### src/rtl/uart_pkg.sv
// Shared types and sizing for the UART receive path.
package uart_pkg;

  localparam int DATA_BITS = 8;
  localparam int CNT_W     = 13;

  typedef enum logic [2:0] {
    IDLE,
    START_B,
    DATA,
    STOP_B,
    CLEANUP,
    BREAK_WAIT
  } uart_rx_state_t;

endpackage

### src/rtl/uart_receiver_counter.sv
// Free-running up-counter with synchronous clear (priority) and count enable.
module uart_receiver_counter
  import uart_pkg::*;
#(
  parameter int W = CNT_W
) (
  input  logic         clock,
  input  logic         reset_n,
  input  logic         clock_en,
  input  logic         clear,
  output logic [W-1:0] count
);

  // NOTE: sequential state is always assigned with <= so every flop samples pre-edge values.
  always_ff @(posedge clock or negedge reset_n) begin
    if (!reset_n)      count <= '0;
    else if (clear)    count <= '0;
    else if (clock_en) count <= count + W'(1);
  end

endmodule

### src/rtl/uart_receiver.sv
// 8N1 UART receiver: 2-flop synchronizer, mid-bit sampling, valid / framing-error pulses.
module uart_receiver
  import uart_pkg::*;
#(
  parameter logic [CNT_W-1:0] CLKS_PER_BIT = 13'd1736
) (
  input  logic                 clk,
  input  logic                 rst_n,
  input  logic                 rx_i,
  output logic [DATA_BITS-1:0] data_o,
  output logic                 valid_o,
  output logic                 frame_err_o,
  output logic                 active_o
);

  localparam logic [CNT_W-1:0] LAST = CLKS_PER_BIT - CNT_W'(1);
  localparam logic [CNT_W-1:0] HALF = LAST >> 1;

  logic                 rx_meta, rx_s;
  uart_rx_state_t       state, next_state;
  logic [CNT_W-1:0]     clk_cnt;
  logic [2:0]           bit_cnt;
  logic [DATA_BITS-1:0] shift_reg;
  logic                 good;
  logic                 cnt_en, cnt_clear, bit_tick, stop_tick;

  // Synchronizer resets to the idle level so reset release never looks like a start bit.
  always_ff @(posedge clk or negedge rst_n) begin
    if (!rst_n) begin
      rx_meta <= 1'b1;
      rx_s    <= 1'b1;
    end else begin
      rx_meta <= rx_i;
      rx_s    <= rx_meta;
    end
  end

  uart_receiver_counter #(.W(CNT_W)) u_clk_cnt (
    .clock    (clk),
    .reset_n  (rst_n),
    .clock_en (cnt_en),
    .clear    (cnt_clear),
    .count    (clk_cnt)
  );

  // NOTE: every signal driven here gets a default first, so no path can infer a latch.
  always_comb begin
    next_state = state;
    cnt_en     = 1'b0;
    bit_tick   = 1'b0;
    stop_tick  = 1'b0;
    case (state)
      IDLE:       if (!rx_s) next_state = START_B;
      START_B: begin
        cnt_en = 1'b1;
        if (clk_cnt == HALF) next_state = rx_s ? IDLE : DATA;
      end
      DATA: begin
        cnt_en = 1'b1;
        if (clk_cnt == LAST) begin
          bit_tick = 1'b1;
          if (bit_cnt == 3'(DATA_BITS - 1)) next_state = STOP_B;
        end
      end
      STOP_B: begin
        cnt_en = 1'b1;
        if (clk_cnt == LAST) begin
          stop_tick  = 1'b1;
          next_state = CLEANUP;
        end
      end
      // A bad stop bit with the line still low is a break: park until it releases.
      CLEANUP:    next_state = (good || rx_s) ? IDLE : BREAK_WAIT;
      BREAK_WAIT: if (rx_s) next_state = IDLE;
      default:    next_state = IDLE;
    endcase
    cnt_clear = (next_state != state) || bit_tick;
  end

  always_ff @(posedge clk or negedge rst_n) begin
    if (!rst_n) begin
      state       <= IDLE;
      bit_cnt     <= '0;
      shift_reg   <= '0;
      good        <= 1'b0;
      data_o      <= '0;
      valid_o     <= 1'b0;
      frame_err_o <= 1'b0;
      active_o    <= 1'b0;
    end else begin
      state <= next_state;
      if (next_state != state) bit_cnt <= '0;
      else if (bit_tick)       bit_cnt <= bit_cnt + 3'd1;
      if (bit_tick)  shift_reg[bit_cnt] <= rx_s;
      if (stop_tick) good <= rx_s;
      valid_o     <= (state == CLEANUP) && good;
      frame_err_o <= (state == CLEANUP) && !good;
      if ((state == CLEANUP) && good) data_o <= shift_reg;
      active_o    <= (next_state != IDLE);
    end
  end

endmodule

### config.mk
export PLATFORM = sky130hd
export DESIGN_NAME = uart_receiver
export DESIGN_NICKNAME = d
export VERILOG_FILES = /design/src/rtl/uart_pkg.sv /design/src/rtl/uart_receiver_counter.sv /design/src/rtl/uart_receiver.sv
export SDC_FILE = /design/constraint.sdc
export NUM_CORES = 1
export LEC_CHECK = 0
export ABC_AREA = 1
export BUFFER_PORTS_ARGS = -buffer_cell sky130_fd_sc_hd__clkbuf_2
export CAP_MARGIN = 30
export CORE_MARGIN = 4
export CORE_UTILIZATION = 50
export CTS_BUF_LIST = sky130_fd_sc_hd__clkbuf_16
export DETAILED_ROUTE_END_ITERATION = 16
export PLACE_DENSITY = 0.69
export SETUP_SLACK_MARGIN = 0.02
export SYNTH_ARGS = -nofsm -noshare
export SYNTH_HDL_FRONTEND = slang
export SYNTH_SLANG_ARGS = --single-unit
### constraint.sdc
create_clock -name clk -period 2.4 [get_ports clk]
set_input_delay 0.6 -clock clk [delete_from_list [all_inputs] [get_ports clk]]
set_output_delay 0.6 -clock clk [all_outputs]
set_load 0.01 [all_outputs]
After elaboration in Yosys (flattened, before gate mapping)
Cells that the tools add are included.
{ "op_classes": {"n_reduce_logical": 11, "eq_ne": 9, "n_mux": 20, "addsub": 2, "order_cmp": 2} }
{ "ops": {"columns": ["op", "count"], "rows": [
  ["two-way mux 3 bit", 9],
  ["two-way mux 13 bit", 2],
  ["one-hot mux 3 bit (6 select lines)", 1],
  ["adder 13 x 1 -> 13 bit (second input constant)", 1],
  ["equality test 13 x 10 -> 1 bit (second input constant)", 1],
  ["equality test 13 x 11 -> 1 bit (second input constant)", 1],
  ["equality test 3 bit (second input constant)", 3],
  ["bitwise mux 8 bit", 1],
  ["equality test 3 x 2 -> 1 bit (second input constant)", 2],
  ["two-way mux 1 bit", 5],
  ["less-than comparator 3 x 4 -> 1 bit (second input constant)", 1],
  ["nonzero test 2 bit", 2],
  ["adder 3 x 1 -> 3 bit (second input constant)", 1],
  ["demux 1 bit (select 3 bit)", 1],
  ["equality test 3 x 1 -> 1 bit (second input constant)", 1],
  ["greater-or-equal comparator 3 x 1 -> 1 bit (second input constant)", 1],
  ["logical AND 1 bit", 3],
  ["zero test 3 bit", 1],
  ["!= test 3 bit", 1],
  ["nonzero test 3 bit", 1],
  ["OR reduction 3 bit", 1],
  ["logical OR 1 bit", 2],
  ["two-way mux 2 bit", 1],
  ["zero test 1 bit", 1]
]} }
{ "totals": {"output_inout_bits": 11, "input_bits": 3, "reg_bits": 41, "wordCells": 55} }

Logic depth before layout (Yosys ltp)
Gate-level depths: netlist of the first run.
{ "logic_depth": {"depth_word": 7, "depth_mapped": 11, "mapped_depth_nobuf": 10} }

By module
A second synthesis of the first run with hierarchy kept.
{ "unflattened": {"hier_cells": 269, "hier_area_um2": 2168.3} }
{ "by_module_without_submodules": {"columns": ["module", "n_inst", "area_per_inst_um2", "cells_per_inst", "seq_area_each_um2"], "rows": [
  ["uart_receiver", 1, 1435.1, 176, 703.2],
  ["uart_receiver_counter", 1, 733.2, 93, 325.3]
]} }

Least setup slack after synthesis of the first run
No wires, ideal clock.
{ "synth_timing": {"path_type": "register to register", "startpoint": "register u_clk_cnt.count[0]", "endpoint": "register u_clk_cnt.count[4]", "path_buffers": 1, "required_time_ns": 2.280, "path_stages_with_launch": 12, "setup_ns": 0.120, "t_arrival_ns": 1.562, "setup_slack_ns": 0.718, "synth_period_minus_slack_ns": 1.682, "path_cell_list": "dfrtp_1 -> ha_1 -> nand2_1 -> nor2_4 -> nand3_4 -> nand2_2 -> nand2_1 -> nor2_1 -> nand3_2 -> nand4_2 -> buf_6 -> nor2_2"} }
{ "synth_between": {"elab_chain_cells": 6, "word_cells_on_any_way": 14, "classes_between": "1 x add/sub; 3 x eq/ne; 8 x mux; 2 x reduce/logical"} }
{ "synth_rtl": {"columns": ["item", "line_no", "text"], "rows": [
  ["from (decl)", "uart_receiver_counter.sv:11", "output logic [W-1:0] count"],
  ["from (signal assigned)", "uart_receiver_counter.sv:18", "else if (clock_en) count <= count + W'(1);"],
  ["equality test 13 x 11 -> 1 bit or equality test 13 x 10 -> 1 bit (tied branches)", "uart_receiver.sv:60, uart_receiver.sv:67, uart_receiver.sv:56", null],
  ["two-way mux 3 bit, on equally long branches", "uart_receiver.sv:67, uart_receiver.sv:56, uart_receiver.sv:60", null],
  ["one-hot mux 3 bit (6 select lines)", "uart_receiver.sv:52", "case (state)"],
  ["!= test 3 bit", "uart_receiver.sv:77", "cnt_clear = (next_state != state) || bit_tick;"],
  ["logical OR 1 bit", "uart_receiver.sv:77", null],
  ["two-way mux 13 bit or nonzero test 2 bit (tied branches)", null, null]
]} }
Parallel ways exist; a longest one is shown, timed or not. The select of a mux whose other input is x is not followed.
A chain may end at the register's enable or synchronous reset.

Final worst setup path of the first run
{ "layout_timing": {"startpoint": "register u_clk_cnt.count[0]", "endpoint": "register u_clk_cnt.count[1]"} }
Same word-level chain as after synthesis.

==> results.md, run 1 <==
- Fillers: 356
- Nets: 259
- Ant. Diodes: 0
- Die Span Y: 72.51 um
- Final setup vio count: 0
- Critical path required time: 2.56 ns
- R2r worst-path depth: 11
- CTS resizes: 0
- Synth warnings: 0
- Slew headroom: 66.54%
- Drt total wl: approximately 3600 um
- Multi-input logic area: slightly above 900 um^2
- Die area: approximately 5300 um^2
- DR pass1 iterations: 4
- Critical path class: reg2reg
- Final GP Congestion: about 0.84
- DIE WIDTH: 72.51 um
- Peak supply drop: between 200 and 300 uV
- Minimum clock period after layout: 1.878 ns
- Grt total ovfl: 0
- CTS max path bufs: 2
- H-tree depth: 2
- CP Launch Type: register
- Final hold slack: around 0.27 ns
- Routed WL per cell: 11.86 um
- Post-synth top area cell: dfrtp_1
- Synth unique cells: 29
- Largest fanout on the critical path: 13
- Endpoint class of the critical path: register
- Sequential cell area: just over 1000 um^2
- TritonCTS Buffers: 5
- Syn avg cell area: roughly 9.0 um^2
- Worst-path clk slew: approximately 0.060 ns
- Drc violations: 0
- Aggregate negative setup slack: 0 ns
- Slew @ Worst Pin: 0.5000 ns
- Top post-synthesis cells by area: dfrtp_1, nand2_1, inv_1
- Via-to-Cell Ratio: 4.977
- Register area share after synthesis: between 40% and 50%
- Synthesis-stage register bit count: 41
- CORE AREA: around 4000 um^2
- Max reg flops: 13
- FFs w/ async S/R, synth: 100.0%
- Clock Skews: just over 0.009 ns
- Outcome: finished, final reports clean
- Leakage power: 1.151 nW
- Most frequent cells in the layout: nand2_1, dfrtp_1, inv_1, nor2_1
- Worst Hold Class: in2async
- Initial antenna violation count: 0
- CP arrival: between 2 and 2.5 ns
- Clock root cell: clkbuf_16
- RSZ-0062 raised after global routing: false
- Pins over their slew limit: 0
- Synthesized area: ~2100 um^2
- Iteration-0 DRC Markers: roughly 110
- Fraction of final layout cells sized beyond drive strength 1: between 20 and 25%
- Pwr/cell area: roughly 570 nW/um^2
- TritonCTS clock tree: built
- GRT Overall Usage: 16.10%
- Period utilization: between 70% and 80%
- Via count: about 1500
- Antenna Nets Post-Route: 0
- Port-buffer cells: 13
- Post-synth EDFFs: 0
- Hpwl dp: 2735 um
- Most used DFF post-synth: dfrtp_1
- Vias in the first global route: approximately 1400
- Layout area overhead: 12.99%
- Clock sink count: roughly 40
- Largest net degree at the start of global routing: 22
- Cts hold-fix bufs: 0
- First-pass GRT wire length: approximately 6500 um
- Post-CTS Repair Setup Buffers: 0
- Cell row count: 23
- Initial cell density of the core: between 50% and 60%
- Post-synth top area share: a little under half
- Final Hold Viols: 0
- Syn_nets: ~240
- Fmax achieved: around 530 MHz
- Cell count after synthesis: approximately 230
- Ports: 14
- Worst-skew pair later-pin latency: roughly 0.28 ns
- Max Cap Viol: 0
- Commonest non-fill, non-tap cell in the layout: nand2_1
-- final cells by class --
class | instances | share of cell area (%)
clock inverters | 3 | 0.7451
flip-flops and latches | 41 | 43.75
clock buffers | 5 | 5.322
inverters | 31 | 4.949
multi-input cells | 158 | 38.85
well taps | 50 | 2.661
repair buffers | 16 | 3.725
-- synthesized netlist by cell type, types with 2 or more instances --
cell     instances
nor2_2          13
nor2_1          22
a21oi_1         11
nor3_2           3
dfrtp_1         39
nand3_2          3
nand2_2          3
xor2_1          11
nand3_1          7
nand4_1          5
dfstp_2          2
ha_1             3
nor3_1           2
inv_2            2
inv_1           28
buf_6            2
a31oi_1          8
nor2_4           5
nand2_1         53
-- critical path: stages (launching register included) --
cell and delay, ns:
dfrtp_1 0.40, ha_1 0.20, nand2_1 0.11, nor2_4 0.18, nand3_4 0.10, nand2_2 0.10
nand2_1 0.05, nor2_1 0.12, nand3_2 0.10, nand4_2 0.10, buf_4 0.24, nor2_1 0.07
-- where the power goes --
| part | switching, W | internal [W] |
|---|---|---|
| registers | 0.00000146 | 0.000695 |
| logic | 0.0000157 | 0.00000290 |
| clock network | 0.000252 | 0.000381 |
| total | 0.000269 | 0.00108 |
-- final timing paths --
kind                                           startpoint                              to  slack (ns)
max                        u_clk_cnt.count[0]$_DFFE_PN0P_  u_clk_cnt.count[1]$_DFFE_PN0P_        0.52
min reg2reg                             rx_meta$_DFF_PN1_                  rx_s$_DFF_PN1_        0.36
max reg2reg                u_clk_cnt.count[0]$_DFFE_PN0P_  u_clk_cnt.count[1]$_DFFE_PN0P_        0.52
min in group clk                        rx_meta$_DFF_PN1_                  rx_s$_DFF_PN1_        0.36
min                                                 rst_n           data_o[7]$_DFFE_PN0P_        0.27
max in group asynchronous                           rst_n  u_clk_cnt.count[7]$_DFFE_PN0P_        1.47
-- routing by layer --
metal  track usage, %  vias to the layer above  wire, um
met3            4.017                        4       157
met2            23.86                       25      1613
met4            7.377                        0        58
met1            22.30                      701      1777
li1                 -                      783         -
met5                0                        -         0
-- cells by family after synthesis --
kind of cell	after synthesis	synth area share (%)
xor gates and xnor gates	12	5.051
AOI/OAI and AO/OA	22	6.193
and+or+nand+nor	120	30.37
DFF	41	49.43
buffers and inverters	33	6.675
muxes	1	0.4811
adders and majority gates	3	1.804
-- stage by stage --
stage | std cells | instance area [um^2] | power (W) | util (%) | worst slack (ns)
2_1_floorplan | 232 | 2081 | 0.0007109 | - | 0.7176
3_5_place_dp | 296 | 2208 | 0.0007283 | 55.21 | 0.5219
4_1_cts | 304 | 2351 | 0.001361 | 58.77 | 0.5130
5_1_grt | 304 | 2351 | 0.001404 | 58.77 | 0.3069
6_report | 304 | 2351 | 0.001348 | 58.77 | 0.5220
3_3_place_gp | 296 | 2208 | 0.0007281 | 55.21 | 0.5899
(Power assumes the default switching activity.)
==> run 2: changes to the inputs <==
- ABC_AREA: 1 -> 0
- clock period: 2.4 -> 1.9 ns (I/O delays scaled with it)
==> results.md, run 2 <==
- Outcome: finished, violations left
- Failing checks: negative setup slack
- Synth warnings: 0 (unchanged)
- R2r worst-path depth: 6 (-5)
- CORE AREA: 3744 um^2 (-6.4%)
- Layout area overhead: 33.19%
- Critical path class: reg2reg
- DR pass1 iterations: 4 (unchanged)
- Ports: 14 (unchanged)
- Period utilization: 120.3% (+42 points)
- Pins over their slew limit: 0 (unchanged)
- CP arrival: 2.46 ns (+0.42 ns)
- Simple-gate share of the synthesized area: 22.82% (-7.6 points)
- Fin util: 70.82% (+12 points)
- FFs w/ async S/R, synth: 100.0% (unchanged)
- Initial antenna violation count: 0 (unchanged)
- Clock sink count: 41 (unchanged)
- Nets: 235 (-9.3%)
- Minimum clock period after layout: 2.285 ns (+0.4075 ns)
- Most common cell in the netlist: dfrtp_1
- Synth Area in Compound Gates: 4.274% (-1.9 points)
- Synth Area in XOR/XNOR: 5.280% (+0.23 points)
- Cell row count: 22 (-4.3%)
- Via-to-Cell Ratio: 5.640 (+13%)
- RSZ-0062 raised after global routing: true
- Mux contribution to synthesized area: 11.25% (+11 points)
- GRT Overall Usage: 19.70% (+3.6 points)
- Syn avg cell area: 10.88 um^2 (+21%)
- Clock root cell: clkbuf_16
- Synthesized area: 1991 um^2 (-4.3%)
- Hpwl dp: 3070 um (+12%)
- TritonCTS clock tree: built
- Final GP Congestion: 0.9465 (+13%)
- Cts hold-fix bufs: 0 (unchanged)
- Fillers: 276 (-22%)
- Most frequent cells after synthesis: dfrtp_1, nor2_1, mux2_2, nand2_1, nor3_1
- Slew headroom: 61.68% (-4.9 points)
- Largest family of logic cells by synthesized area: simple AND/OR/NAND/NOR gates
- Syn_nets: 189 (-21%)
- Max Cap Viol: 0 (unchanged)
- Final hold slack: 0.1495 ns (-0.1206 ns)
- Power Total: 0.001745 W (+29%)
- Dpl ws: -0.3413 ns (-0.8631 ns)
- Grt total ovfl: 0 (unchanged)
- Endpoint class of the critical path: register
- H-tree depth: 2 (unchanged)
- Sequential cell area: 1028 um^2 (unchanged)
- Register area share after synthesis: 51.67% (+2.2 points)
- Final WS setup: -0.3854 ns (-0.9075 ns)
- Clock Skews: 0.004756 ns (-0.004514 ns)
- Fmax achieved: 437.6 MHz (-18%)
- Iteration-0 DRC Markers: 139 (+25%)
- Post-synth EDFFs: 0 (unchanged)
- Synth unique cells: 40 (+38%)
- CP Capture Point: shift_reg[2]$_DFFE_PN0P_
- TritonCTS Buffers: 5 (unchanged)
- Port-buffer cells: 13 (unchanged)
- Max reg flops: 13 (unchanged)
- Worst Hold Class: in2async
- Most used DFF post-synth: dfrtp_1
- Reg2reg start: u_clk_cnt.count[0]$_DFFE_PN0P_
- Critical path required time: 2.07 ns (-0.49 ns)
- Fraction of final layout cells sized beyond drive strength 1: 43.48% (+21 points)
- Post-Synth Adder-Cell Area: 1.886% (+0.082 points)
- Multi-input logic area: 1018 um^2 (+12%)
- Slowest CP cell: or4b_4
- Most frequent cells in the layout: dfrtp_1, buf_4, nor2_1, mux2_2, clkbuf_2
- Drt total wl: 4625 um (+28%)
- Critical path startpoint: u_clk_cnt.count[0]$_DFFE_PN0P_
- Top post-synthesis cells by area: dfrtp_1, mux2_2, nor2_1
- Peak supply drop: 691.9 uV (+140%)
- Final Hold Viols: 0 (unchanged)
- Die Span Y: 71.10 um (-2.0%)
- Post-synth top area share: 49.03% (+2.1 points)
- Worst-path clk slew: 0.06 ns (about the same)
- Vias in the first global route: 1650 (+14%)
- CP peak stage delay: 0.49 ns (+0.09 ns)
- Via count: 1568 (+3.6%)
- Drc violations: 0 (unchanged)
- Post-synth top area cell: dfrtp_1
- Largest net degree at the start of global routing: 24 (+9.1%)
- Leakage power: 1.247 nW (+8.3%)
- Antenna Nets Post-Route: 0 (unchanged)
- Routed WL per cell: 16.64 um (+40%)
- CP Cell Sequence: ha_2 -> or4b_4 -> nor4_4 -> nand2_2 -> nor4b_2 -> mux2_2
- Die area: 5055 um^2 (-3.9%)
- Largest fanout on the critical path: 6 (-7)
- Commonest non-fill, non-tap cell in the layout: dfrtp_1
- Worst-skew pair later-pin latency: 0.28 ns (about the same)
- Initial cell density of the core: 53.18% (+1.2 points)
- CTS max path bufs: 2 (unchanged)
- Synthesis-stage register bit count: 41 (unchanged)
- R2R Path End: shift_reg[2]$_DFFE_PN0P_
- DIE WIDTH: 71.10 um (-2.0%)
- Cell count after synthesis: 183 (-21%)
- Pwr/cell area: 658.1 nW/um^2 (+15%)
- First-pass GRT wire length: 7714 um (+19%)
- FF-to-FF setup slack: -0.39 ns (-0.91 ns)
- Final setup vio count: 28 (+28)
- CP Launch Type: register
- Slew @ Worst Pin: 0.5704 ns (+0.07045 ns)
- Ant. Diodes: 0 (unchanged)
run 2: cell count changes after synthesis, moves of 4 or more:
cell / change
nor4_1: +4
inv_1: -23
clkbuf_1: +8
mux2_2: +16
nor2_4: -5
nor2_2: -13
a21oi_1: -7
a31oi_1: -8
xor2_1: -4
xnor2_1: +4
nor2_1: -5
nand2_1: -37
or3_1: +4
nor3_1: +7
run 2: stage by stage:
stage | area [um^2] | setup TNS, ns | std cells
4_1_cts | 2575 | -5.516 | 276
6_report | 2651 | -7.290 | 278
3_3_place_gp | 2341 | -3.922 | 265
3_5_place_dp | 2341 | -4.831 | 265
5_1_grt | 2651 | -9.674 | 278
2_1_floorplan | 2001 | -5.125 | 183
run 2: power by group:
group	switching [W]	total (W)	internal (W)
logic	0.0000227	0.0000314	0.00000870
registers	0.00000127	0.000878	0.000877
clock network	0.000349	0.000835	0.000486
total	0.000373	0.00174	0.00137
run 2: routing by layer:
| layer | part of all wire (%) | wire length (um) | up-vias | track usage, % |
|---|---|---|---|---|
| met5 | 0 | 0 | - | 0 |
| met4 | 2.9 | 132 | 0 | 9.812 |
| met3 | 4.7 | 218 | 11 | 5.114 |
| met2 | 52 | 2390 | 42 | 31.72 |
| met1 | 41 | 1882 | 772 | 24.48 |
| li1 | - | - | 743 | - |
run 2: worst min-delay path by stage:
stage	start	slack [ns]	end	cells past startpoint
final	rst_n	0.15	good$_DFFE_PN0P_	1
after global routing	rst_n	0.18	shift_reg[4]$_DFFE_PN0P_	1
after CTS	rst_n	0.16	valid_o$_DFF_PN0_	1
after detailed placement	rx_meta$_DFF_PN1_	0.35	rx_s$_DFF_PN1_	0
after global placement	rx_meta$_DFF_PN1_	0.35	rx_s$_DFF_PN1_	0
after floorplan	rst_n	0.18	active_o$_DFF_PN0_	0
run 2: worst max-delay path, delay by kind of cell, from the launching register on:
kind | cells | cell delay, ns
flops | 1 | 0.35
simple gates | 4 | 1.27
fa+ha+maj | 1 | 0.18
mux | 1 | 0.37
run 2: kinds of logic after synthesis:
kind of cell / after synthesis
AOI/OAI and AO/OA: 12
xor gates and xnor gates: 12
adders and majority gates: 3
buffers and inverters: 14
DFF: 41
muxes: 20
and+or+nand+nor: 81
run 2: what timing repair did:
| action | in CTS | in global routing |
|---|---|---|
| setup endpoints to repair | 25 | 29 |
| gates cloned | 0 | 1 |
| buffers inserted | 4 | 2 |
| pin swaps | 5 | 2 |
| gates resized for setup | 16 | 8 |
run 2: layout make-up:
class	count	area share (%)
clock buffers	5	4.719
clock inverters	3	0.8495
inverters	5	0.7079
multi-input cells	128	38.41
flip-flops and latches	41	38.79
well taps	48	2.265
repair buffers	48	14.25
==> run 3: changes to the inputs <==
- ABC_AREA: 0 -> 1
==> results.md, run 3 (synthesized netlist as in run 1, its figures left out) <==
- Outcome: finished, final reports clean
- Buf+Inv Stages, Crit Path: 1 (+1)
- Fmax achieved: 574.0 MHz (+31%)
- Cts hold-fix bufs: 0 (unchanged)
- Critical path class: reg2reg
- Pwr/cell area: 750.7 nW/um^2 (+14%)
- Commonest non-fill, non-tap cell in the layout: nand2_1
- Leakage power: 1.181 nW (-5.3%)
- Iteration-0 DRC Markers: 64 (-54%)
- Max reg flops: 13 (unchanged)
- Routed WL per cell: 11.94 um (-28%)
- Crit-path most repeated cell: nand2_1
- TritonCTS clock tree: built
- Via count: 1535 (-2.1%)
- Ports: 14 (unchanged)
- GRT Overall Usage: 16.78% (-2.9 points)
- First-pass GRT wire length: 6768 um (-12%)
- Nets: 262 (+11%)
- Worst-path clk slew: 0.06 ns (about the same)
- Die Span Y: 72.51 um (+2.0%)
- Fin util: 61.15% (-9.7 points)
- Final setup vio count: 0 (-100%)
- Aggregate negative setup slack: 0 ns (+7.290 ns)
- Most frequent cells in the layout: nand2_1, dfrtp_1, inv_1, nor2_1, nor2_2
- Clock sink count: 41 (unchanged)
- Hpwl dp: 2800 um (-8.8%)
- Final Hold Viols: 0 (unchanged)
- Worst-skew pair later-pin latency: 0.28 ns (about the same)
- Peak supply drop: 572.7 uV (-17%)
- Fraction of final layout cells sized beyond drive strength 1: 26.07% (-17 points)
- CP Launch Type: register
- Drt total wl: 3667 um (-21%)
- H-tree depth: 2 (unchanged)
- Critical path required time: 2.07 ns (about the same)
- Clock Skews: 0.006651 ns (+0.001895 ns)
- CP arrival: 1.91 ns (-0.55 ns)
- CORE AREA: 4000 um^2 (+6.9%)
- RSZ-0062 raised after global routing: true
- Final std cells w/o fill: 307 (+10%)
- Initial cell density of the core: 52.02% (-1.2 points)
- Pins over their slew limit: 0 (unchanged)
- TritonCTS Buffers: 5 (unchanged)
- Ant. Diodes: 0 (unchanged)
- Largest fanout on the critical path: 13 (+7)
- Clock root cell: clkbuf_16
- Minimum clock period after layout: 1.742 ns (-0.5432 ns)
- CP peak stage delay: 0.37 ns (-0.12 ns)
- Worst Hold Class: in2async
- Slew @ Worst Pin: 0.5345 ns (-0.03595 ns)
- DP Cell Count: 298 (+12%)
- DR pass1 iterations: 4 (unchanged)
- Period utilization: 91.70% (-29 points)
- Max Cap Viol: 0 (unchanged)
- Via-to-Cell Ratio: 5.000 (-11%)
- Vias in the first global route: 1517 (-8.1%)
- Delay-heaviest family, CP: simple AND/OR/NAND/NOR gates
- CTS max path bufs: 2 (unchanged)
- Initial antenna violation count: 0 (unchanged)
- Die area: 5258 um^2 (+4.0%)
- Antenna Nets Post-Route: 0 (unchanged)
- Final GP Congestion: 0.8229 (-13%)
- Endpoint class of the critical path: register
- Port-buffer cells: 13 (unchanged)
- Cell row count: 23 (+4.5%)
- Drc violations: 0 (unchanged)
- Slowest CP cell: dfrtp_1
- Slew headroom: 64.37% (+2.7 points)
- CP Cell Sequence: ha_2 -> nand2_1 -> nor2_4 -> nand3_4 -> nand2_2 -> nand2_1 -> o21bai_1 -> nor2_2 -> nand4_2 -> buf_12 -> nor2_1
- Largest net degree at the start of global routing: 22 (-8.3%)
- Grt total ovfl: 0 (unchanged)
- DIE WIDTH: 72.51 um (+2.0%)
- Final Cell Area: 2446 um^2 (-7.7%)
- Post-DP Area: 2248 um^2 (-4.0%)
- Layout area overhead: 17.56%
==> run 3: metrics by stage <==
stage / hold WS [ns] / power, W / setup WS, ns
2_1_floorplan: 0.1794 / 0.0008980 / 0.2176
6_report: 0.1642 / 0.001836 / 0.1578
5_1_grt: 0.1990 / 0.001919 / 0.008006
4_1_cts: 0.1796 / 0.001859 / 0.09753
3_3_place_gp: 0.3457 / 0.0009223 / 0.1684
3_5_place_dp: 0.3476 / 0.0009230 / 0.1112
==> run 3: final timing paths <==
path                                                       end  slack (ns)                            from  cells after the start
worst max-delay path            u_clk_cnt.count[1]$_DFFE_PN0P_        0.16  u_clk_cnt.count[1]$_DFFE_PN0P_                     11
min in group clk                             rx_meta$_DFF_PN1_        0.28                            rx_i                      1
worst max register to register  u_clk_cnt.count[1]$_DFFE_PN0P_        0.16  u_clk_cnt.count[1]$_DFFE_PN0P_                     11
max in group asynchronous                    valid_o$_DFF_PN0_        1.24                           rst_n                      2
worst min-delay path                     data_o[6]$_DFFE_PN0P_        0.16                           rst_n                      1
worst min register to register                  rx_s$_DFF_PN1_        0.35               rx_meta$_DFF_PN1_                      0
==> run 3: final cells by class <==
type / instances / area, um^2
clock buffers: 5 / 125.1
fillers: 354 / 1554
repair buffers: 19 / 135.1
flip-flops and latches: 41 / 1031
clock inverters: 3 / 41.29
well taps: 50 / 62.56
multi-input cells: 158 / 934.6
inverters: 31 / 116.4
==> run 3: power by group <==
part | internal, W | switching [W]
registers | 0.000877 | 0.00000153
logic | 0.00000641 | 0.0000207
clock network | 0.000614 | 0.000316
==> run 3: worst register-to-register path, cell delays in order (launching register included) <==
cell and delay, ns:
dfrtp_1 0.37, ha_2 0.20, nand2_1 0.10, nor2_4 0.16, nand3_4 0.10, nand2_2 0.10
nand2_1 0.07, o21bai_1 0.16, nor2_2 0.08, nand4_2 0.09, buf_12 0.16, nor2_1 0.05
==> run 3: timing repair <==
action | in CTS | in global routing
setup buffers | 0 | 1
endpoints found under the hold margin | 0 | 0
resized for setup | 0 | 8
setup endpoints to repair | 0 | 17
==> run 3: metal layers <==
layer  global-route usage, %  routed length [um]
met1                   21.98                1745
met2                   26.19                1698
met3                   5.125                 162
met4                   6.557                  60
met5                       0                   0
